## src/rtl/light_pkg.sv

```systemverilog
// -----------------------------------------------------------------------------
// light_pkg
// Shared light-code definitions for the intersection controller and its
// sequence monitor.
//
// Encoding (2 bits per direction):
//   LIGHT_R   = 2'b00  red
//   LIGHT_Y   = 2'b01  yellow
//   LIGHT_G   = 2'b10  green
//   LIGHT_ILL = 2'b11  never driven by a healthy controller
//
// Helper functions:
//   light_valid(code)        - code is one of R/Y/G
//   light_active(code)       - code is valid and not red (traffic may move)
//   light_legal_step(fr, to) - fr -> to is an allowed transition
// -----------------------------------------------------------------------------
package light_pkg;

    typedef enum logic [1:0] {
        LIGHT_R   = 2'b00,
        LIGHT_Y   = 2'b01,
        LIGHT_G   = 2'b10,
        LIGHT_ILL = 2'b11
    } light_code_t;

    localparam int LIGHT_CODE_W = 2;

    function automatic logic light_valid(input logic [1:0] code);
        return code != LIGHT_ILL;
    endfunction

    function automatic logic light_active(input logic [1:0] code);
        return (code == LIGHT_Y) || (code == LIGHT_G);
    endfunction

    // The only forward moves are G->Y->R->G; holding a code is always fine.
    function automatic logic light_legal_step(input logic [1:0] fr,
                                              input logic [1:0] to);
        logic ok;
        ok = (fr == to)
           || ((fr == LIGHT_G) && (to == LIGHT_Y))
           || ((fr == LIGHT_Y) && (to == LIGHT_R))
           || ((fr == LIGHT_R) && (to == LIGHT_G));
        return ok;
    endfunction

endpackage

```

## src/rtl/light_dir_checker.sv

```systemverilog
// -----------------------------------------------------------------------------
// light_dir_checker
// Tracks one direction's light: the last valid code seen and how many
// consecutive samples that code has been held (saturating). Flags single-cycle
// error events for the current sample; the top module makes them sticky.
//
// Parameters:
//   MIN_YELLOW - shortest legal yellow run, in samples
//   CNT_W      - dwell counter width
//
// Ports:
//   clk        in   rising-edge clock
//   reset      in   asynchronous, active-low reset
//   code       in   [1:0] sampled light code
//   dwell      out  [CNT_W-1:0] consecutive samples of the current code
//   prev_code  out  [1:0] last valid code (the tracking state, for observation)
//   seq_evt    out  current sample is an illegal valid-to-valid change
//   code_evt   out  current sample is the illegal code 11
//   yshort_evt out  current sample ends a yellow run that was too short
// -----------------------------------------------------------------------------
module light_dir_checker
    import light_pkg::*;
#(
    parameter int MIN_YELLOW = 3,
    parameter int CNT_W      = 8
) (
    input  logic             clk,
    input  logic             reset,
    input  logic [1:0]       code,
    output logic [CNT_W-1:0] dwell,
    output logic [1:0]       prev_code,
    output logic             seq_evt,
    output logic             code_evt,
    output logic             yshort_evt
);

    localparam logic [CNT_W-1:0] DWELL_ONE = CNT_W'(1);
    localparam logic [CNT_W-1:0] MIN_Y     = CNT_W'(MIN_YELLOW);

    logic [1:0]       prev_q;
    logic [CNT_W-1:0] dwell_q;
    logic             valid;
    logic             same;
    logic             legal;

    assign valid = light_valid(code);
    assign same  = (code == prev_q);
    assign legal = light_legal_step(prev_q, code);

    // An 11 sample is reported only as a code error; it is neither a sequence
    // step nor the end of a yellow run, and it leaves the tracking state alone.
    always_comb begin
        seq_evt    = 1'b0;
        code_evt   = 1'b0;
        yshort_evt = 1'b0;
        if (!valid) begin
            code_evt = 1'b1;
        end else begin
            seq_evt    = !legal;
            yshort_evt = (prev_q == LIGHT_Y) && (code == LIGHT_R) && (dwell_q < MIN_Y);
        end
    end

    always_ff @(posedge clk or negedge reset) begin
        if (!reset) begin
            prev_q  <= LIGHT_R;
            dwell_q <= '0;
        end else if (valid) begin
            if (same) begin
                if (!(&dwell_q)) begin
                    dwell_q <= dwell_q + DWELL_ONE;
                end
            end else begin
                // Legal and illegal changes alike restart the run on the new code.
                prev_q  <= code;
                dwell_q <= DWELL_ONE;
            end
        end
    end

    assign dwell     = dwell_q;
    assign prev_code = prev_q;

endmodule

```

## src/rtl/light_seq_monitor.sv

```systemverilog
// -----------------------------------------------------------------------------
// light_seq_monitor
// Passive checker for a two-direction traffic light controller. Each sample
// both directions are checked for illegal codes, illegal sequence steps and
// short yellows, and together for conflicting non-red lights. Every error
// class has a sticky flag that rises one cycle after the offending sample.
//
// Configuration macro: LIGHT_MON_STATS_EN
//   defined   - viol_cnt counts cycles holding at least one new error event
//               (saturating at 255, cleared by clr)
//   undefined - viol_cnt is tied to 0 and no counter is built
//
// Parameters:
//   MIN_YELLOW - shortest legal yellow run, in samples (default 3)
//   CNT_W      - dwell counter width (default 8)
//
// Ports:
//   clk          in   rising-edge clock
//   reset        in   asynchronous, active-low reset
//   sa, sb       in   [1:0] direction A / B light codes
//   clr          in   synchronous clear of sticky flags and viol_cnt
//   err_conflict out  sticky: both directions non-red in one sample
//   err_seq      out  sticky: illegal transition on either direction
//   err_code     out  sticky: code 11 seen on either direction
//   err_yshort   out  sticky: yellow shorter than MIN_YELLOW
//   err_any      out  OR of the four sticky flags
//   dwell_a/b    out  [CNT_W-1:0] samples of current code per direction
//   viol_cnt     out  [7:0] cycles with at least one new error event
// -----------------------------------------------------------------------------
module light_seq_monitor
    import light_pkg::*;
#(
    parameter int MIN_YELLOW = 3,
    parameter int CNT_W      = 8
) (
    input  logic             clk,
    input  logic             reset,
    input  logic [1:0]       sa,
    input  logic [1:0]       sb,
    input  logic             clr,
    output logic             err_conflict,
    output logic             err_seq,
    output logic             err_code,
    output logic             err_yshort,
    output logic             err_any,
    output logic [CNT_W-1:0] dwell_a,
    output logic [CNT_W-1:0] dwell_b,
    output logic [7:0]       viol_cnt
);

    logic       seq_a, code_a, yshort_a;
    logic       seq_b, code_b, yshort_b;
    logic [1:0] prev_a, prev_b;
    logic       conflict_evt;
    logic       seq_evt, code_evt, yshort_evt;

    logic       conflict_q, seq_q, code_q, yshort_q;

    light_dir_checker #(
        .MIN_YELLOW (MIN_YELLOW),
        .CNT_W      (CNT_W)
    ) u_dir_a (
        .clk        (clk),
        .reset      (reset),
        .code       (sa),
        .dwell      (dwell_a),
        .prev_code  (prev_a),
        .seq_evt    (seq_a),
        .code_evt   (code_a),
        .yshort_evt (yshort_a)
    );

    light_dir_checker #(
        .MIN_YELLOW (MIN_YELLOW),
        .CNT_W      (CNT_W)
    ) u_dir_b (
        .clk        (clk),
        .reset      (reset),
        .code       (sb),
        .dwell      (dwell_b),
        .prev_code  (prev_b),
        .seq_evt    (seq_b),
        .code_evt   (code_b),
        .yshort_evt (yshort_b)
    );

    // light_active() is false for 11, so a glitched direction never conflicts.
    assign conflict_evt = light_active(sa) && light_active(sb);
    assign seq_evt      = seq_a    | seq_b;
    assign code_evt     = code_a   | code_b;
    assign yshort_evt   = yshort_a | yshort_b;

    // A new event wins over clr in the same cycle, so nothing is lost.
    always_ff @(posedge clk or negedge reset) begin
        if (!reset) begin
            conflict_q <= 1'b0;
            seq_q      <= 1'b0;
            code_q     <= 1'b0;
            yshort_q   <= 1'b0;
        end else begin
            conflict_q <= (conflict_q & ~clr) | conflict_evt;
            seq_q      <= (seq_q      & ~clr) | seq_evt;
            code_q     <= (code_q     & ~clr) | code_evt;
            yshort_q   <= (yshort_q   & ~clr) | yshort_evt;
        end
    end

    assign err_conflict = conflict_q;
    assign err_seq      = seq_q;
    assign err_code     = code_q;
    assign err_yshort   = yshort_q;
    assign err_any      = conflict_q | seq_q | code_q | yshort_q;

`ifdef LIGHT_MON_STATS_EN
    logic       any_evt;
    logic [7:0] viol_q;

    assign any_evt = conflict_evt | seq_evt | code_evt | yshort_evt;

    // One count per cycle no matter how many error classes fire together.
    always_ff @(posedge clk or negedge reset) begin
        if (!reset) begin
            viol_q <= 8'd0;
        end else if (clr) begin
            viol_q <= any_evt ? 8'd1 : 8'd0;
        end else if (any_evt && (viol_q != 8'hFF)) begin
            viol_q <= viol_q + 8'd1;
        end
    end

    assign viol_cnt = viol_q;
`else
    assign viol_cnt = 8'd0;
`endif

    // The tracked previous codes are observable on the sub-module ports; the
    // top does not need them, but keeping them visible eases probing.
    logic prev_unused;
    assign prev_unused = ^{prev_a, prev_b};

endmodule
```

## config.mk

```make
export PLATFORM = sky130hd
export DESIGN_NAME = light_seq_monitor
export DESIGN_NICKNAME = d
export VERILOG_FILES = /design/src/rtl/light_pkg.sv /design/src/rtl/light_dir_checker.sv /design/src/rtl/light_seq_monitor.sv
export SDC_FILE = /design/constraint.sdc
export NUM_CORES = 1
export LEC_CHECK = 0
export ABC_CLOCK_PERIOD_IN_PS = 1450
export CAP_MARGIN = 0
export CELL_PAD_IN_SITES_DETAIL_PLACEMENT = 2
export CELL_PAD_IN_SITES_GLOBAL_PLACEMENT = 2
export CORE_MARGIN = 5
export CORE_UTILIZATION = 28
export CTS_BUF_LIST = sky130_fd_sc_hd__clkbuf_8
export DETAILED_ROUTE_END_ITERATION = 10
export PLACE_DENSITY_LB_ADDON = 0.1
export SLEW_MARGIN = 20
export SYNTH_ARGS = -nofsm -noshare
export SYNTH_HDL_FRONTEND = slang
export SYNTH_SLANG_ARGS = --single-unit
```

## constraint.sdc

```tcl
create_clock -name clk -period 1.45 [get_ports clk]
set_input_delay 0.145 -clock clk [delete_from_list [all_inputs] [get_ports clk]]
set_output_delay 0.145 -clock clk [all_outputs]
set_load 0.03 [all_outputs]
```

==> results.toml <==
[yosys]
async_flop_share_pct = 100
synth_area_sq_mm = 0.00155
yosysWarnings = 0
ys_types = 45
syn_avg_cell_area_sq_um = 9.42
yosysTopAreaCell = "dfrtp_1"
synth_cells = 164
synth_top_area_share_pct = 38.9
synth_edf_count = 0
synth_ff_type = "dfrtp_1"
seq_area_frac_synth_pct = 38.9
ys_seq_elements = 24
yosys-top-cells-area = "dfrtp_1 39%, ha_1 8.1%, buf_4 3.9%, nand2_1 3.4%, o311ai_2 3.2%"

[drt]
wire_per_inst_microns = 18.2
ant_nets = 0
vias_per_cell = 5.01
vias = 1484
drt_wl_total_microns = 5370
drt_pass1_iterations = 4
drc_errors = 0
drtIter0Drc = 44

[final_layout]
n_fill_cell = 600
final_area_sq_mm = 0.00233
diodes = 0
syn2layout_area_growth_pct = 50.9
stdcell_count = 296
nets = 242
final_layout_size_suffix_gt1_share_pct = 37.1

[grt]
grt_pass1_vias = 1690
grt_use_total_pct = 15.3
grt_pass1_wl_microns = 8900
gr-total-overflow = 0
antenna_found_initial = 0
grt_max_degree = 25

[power_and_ir_drop]
combPwrFrac_pct = 33.6
p_per_area_mw_per_mm2 = 810
power.internal_w = 0.00124
p_sw_w = 0.000645
switching_share_pct = 34.2
power.leakage_nw = 1.07
peakVddDrop_uv = 401
power_frac_clock_pct = 25.4
p_seq_share_pct = 41.0

[clock_tree]
clk_latency_ns = 0.27
clock_sinks = 24
cts_buffers = 3
clk_transition_reported_paths_ns = 0.10
cts.path.max_buffers = 2
clock-root-buffer = "clkbuf_8"
cts_tree = "done"
cts_max_level = 1

[die]
die_w_microns = 84.3
fp.dieArea_sq_mm = 0.00710
io-pin-count = 36
start_util_pct = 28.4
placementRows = 27
core-area_sq_mm = 0.00544
die_y_microns = 84.3

[setup_path]
cp-end-kind = "register"
worstPathArrival_ns = 1.71
reg2reg_from = "u_dir_b.dwell[1]$_DFFE_PN0P_"
crit_path_start_kind = "register"
r2r_cells = 5
cp_max_fo = 4
r2r_end = "u_dir_b.dwell[5]$_DFFE_PN0P_"
r2r_slack_ns = -0.08
cp.required_ns = 1.63
crit_type = "reg2reg"

[timing]
timing_hold_violations_final = 0
slew_violations = 0
min_period_ns = 1.53
fin_ws_ns = -0.0802
rsz0062_at_grt = "true"
timing.final.setup_violations = 5
fmax_mhz = 653
period_share_pct = 106
fin_tns_setup_ns = -0.254
clock_skew_ns = 0.00412

[job]
drv_cap = 0

[placement]
placed_cells = 289
finalWeightedCongestion = 0.792
placed_cell_area_sq_mm = 0.00213
dp_hpwl_microns = 4100
port_buffers = 27

[min_path]
hp-class = "in2async"

[status]
violations = "setup timing"
status = "complete, but fails checks"
worst max path at each step:
stage                            startpoint                            to  slack [ns]  cells after the start
2_1_floorplan  u_dir_b.dwell[0]$_DFFE_PN0P_  u_dir_b.dwell[5]$_DFFE_PN0P_        -0.1                      5
3_3_place_gp                          sb[1]          err_yshort$_DFF_PN0_       -0.30                      7
3_5_place_dp                          sb[0]  u_dir_b.dwell[3]$_DFFE_PN0P_       -0.44                      6
4_1_cts                err_yshort$_DFF_PN0_                       err_any       -0.08                      2
5_1_grt        u_dir_b.dwell[0]$_DFFE_PN0P_  u_dir_b.dwell[5]$_DFFE_PN0P_       -0.12                      5
6_report       u_dir_b.dwell[1]$_DFFE_PN0P_  u_dir_b.dwell[5]$_DFFE_PN0P_       -0.08                      5
synthesized netlist by cell type (4+ instances only):
library cell and instances:
dfrtp_1 24, nand2_1 14, ha_1 10, nor2_1 10, inv_1 9, buf_4 8, o21ai_0 8, nand3_1 7
nor3_1 7, a21oi_1 4, mux2i_1 4, o22a_1 4, xnor2_1 4
timing repair:
action / 4_1_cts / 5_1_grt
gates resized for setup: 45 / 24
setup buffers: 2 / 1
pin swaps: 5 / 10
setup endpoints to repair: 33 / 19
hold buffers: 0 / 0
placed cells by master, fill, tap and decap left out, types with 8 or more instances in the layout:
master / n
dlygate4sd2_1: 22
inv_1: 9
nor2_1: 9
conb_1: 8
dfrtp_1: 15
nand2_1: 14
buf_4: 32
dfrtp_2: 9
ha_1: 8
registers in the layout, summed over array words and instances, names as in the netlist:
signal / count
err_conflict: 1
err_seq: 1
u_dir_b.dwell: 8
u_dir_a.prev_code: 2
err_yshort: 1
u_dir_a.dwell: 8
err_code: 1
u_dir_b.prev_code: 2
logic make-up after synthesis:
family                   count (synthesis)  share of synthesized area [%]
adder cells (fa/ha/maj)                 10                           8.10
multiplexers                             4                           2.59
AND/OR/NAND/NOR                         60                           20.2
AO/OA/AOI/OAI                           38                           19.7
flip-flops                              24                           38.9
other                                    1                          0.243
XOR/XNOR                                 4                           2.27
buffers and inverters                   23                           8.10
power groups by stage:
stage	clock (W)	combinational (W)	sequential, W
after floorplan	0	0.000264	0.000871
after global placement	0	0.000605	0.000780
after detailed placement	0	0.000631	0.000784
after CTS	0.000499	0.000616	0.000774
after global routing	0.000536	0.000693	0.000783
final	0.000480	0.000634	0.000775
layout make-up:
type / instances / area [sq um] / area share, %
Sequential cell: 24 / 612 / 26.2
Multi-Input combinational cell: 124 / 1020 / 43.6
Inverter: 9 / 33.8 / 1.45
Clock buffer: 4 / 55.1 / 2.36
Timing Repair Buffer: 63 / 524 / 22.5
Tap cell: 72 / 90.1 / 3.86
layer usage:
layer	GRT usage, %	up-vias	wire [microns]
met5	0	-	0
met4	3.07	0	35
met3	2.45	4	156
met2	27.8	25	2810
met1	19.0	756	2370
li1	-	699	-
stage by stage:
step	setup slack (ns)	util [%]	power, W	hold WS, ns
3_3_place_gp	-0.299	39.1	0.00138	0.544
3_5_place_dp	-0.441	39.1	0.00141	0.553
6_report	-0.0802	42.9	0.00189	0.244
5_1_grt	-0.117	42.9	0.00201	0.259
2_1_floorplan	-0.0962	-	0.00113	-0.151
4_1_cts	-0.0772	41.2	0.00189	0.243
worst max-delay path, cell delays in order (launching register included):
cell and delay (ns):
dfrtp_2 0.43, ha_4 0.18, nand4_1 0.17, nor2_4 0.07, or3_4 0.37, o311ai_2 0.21
(Power assumes the default switching activity.)
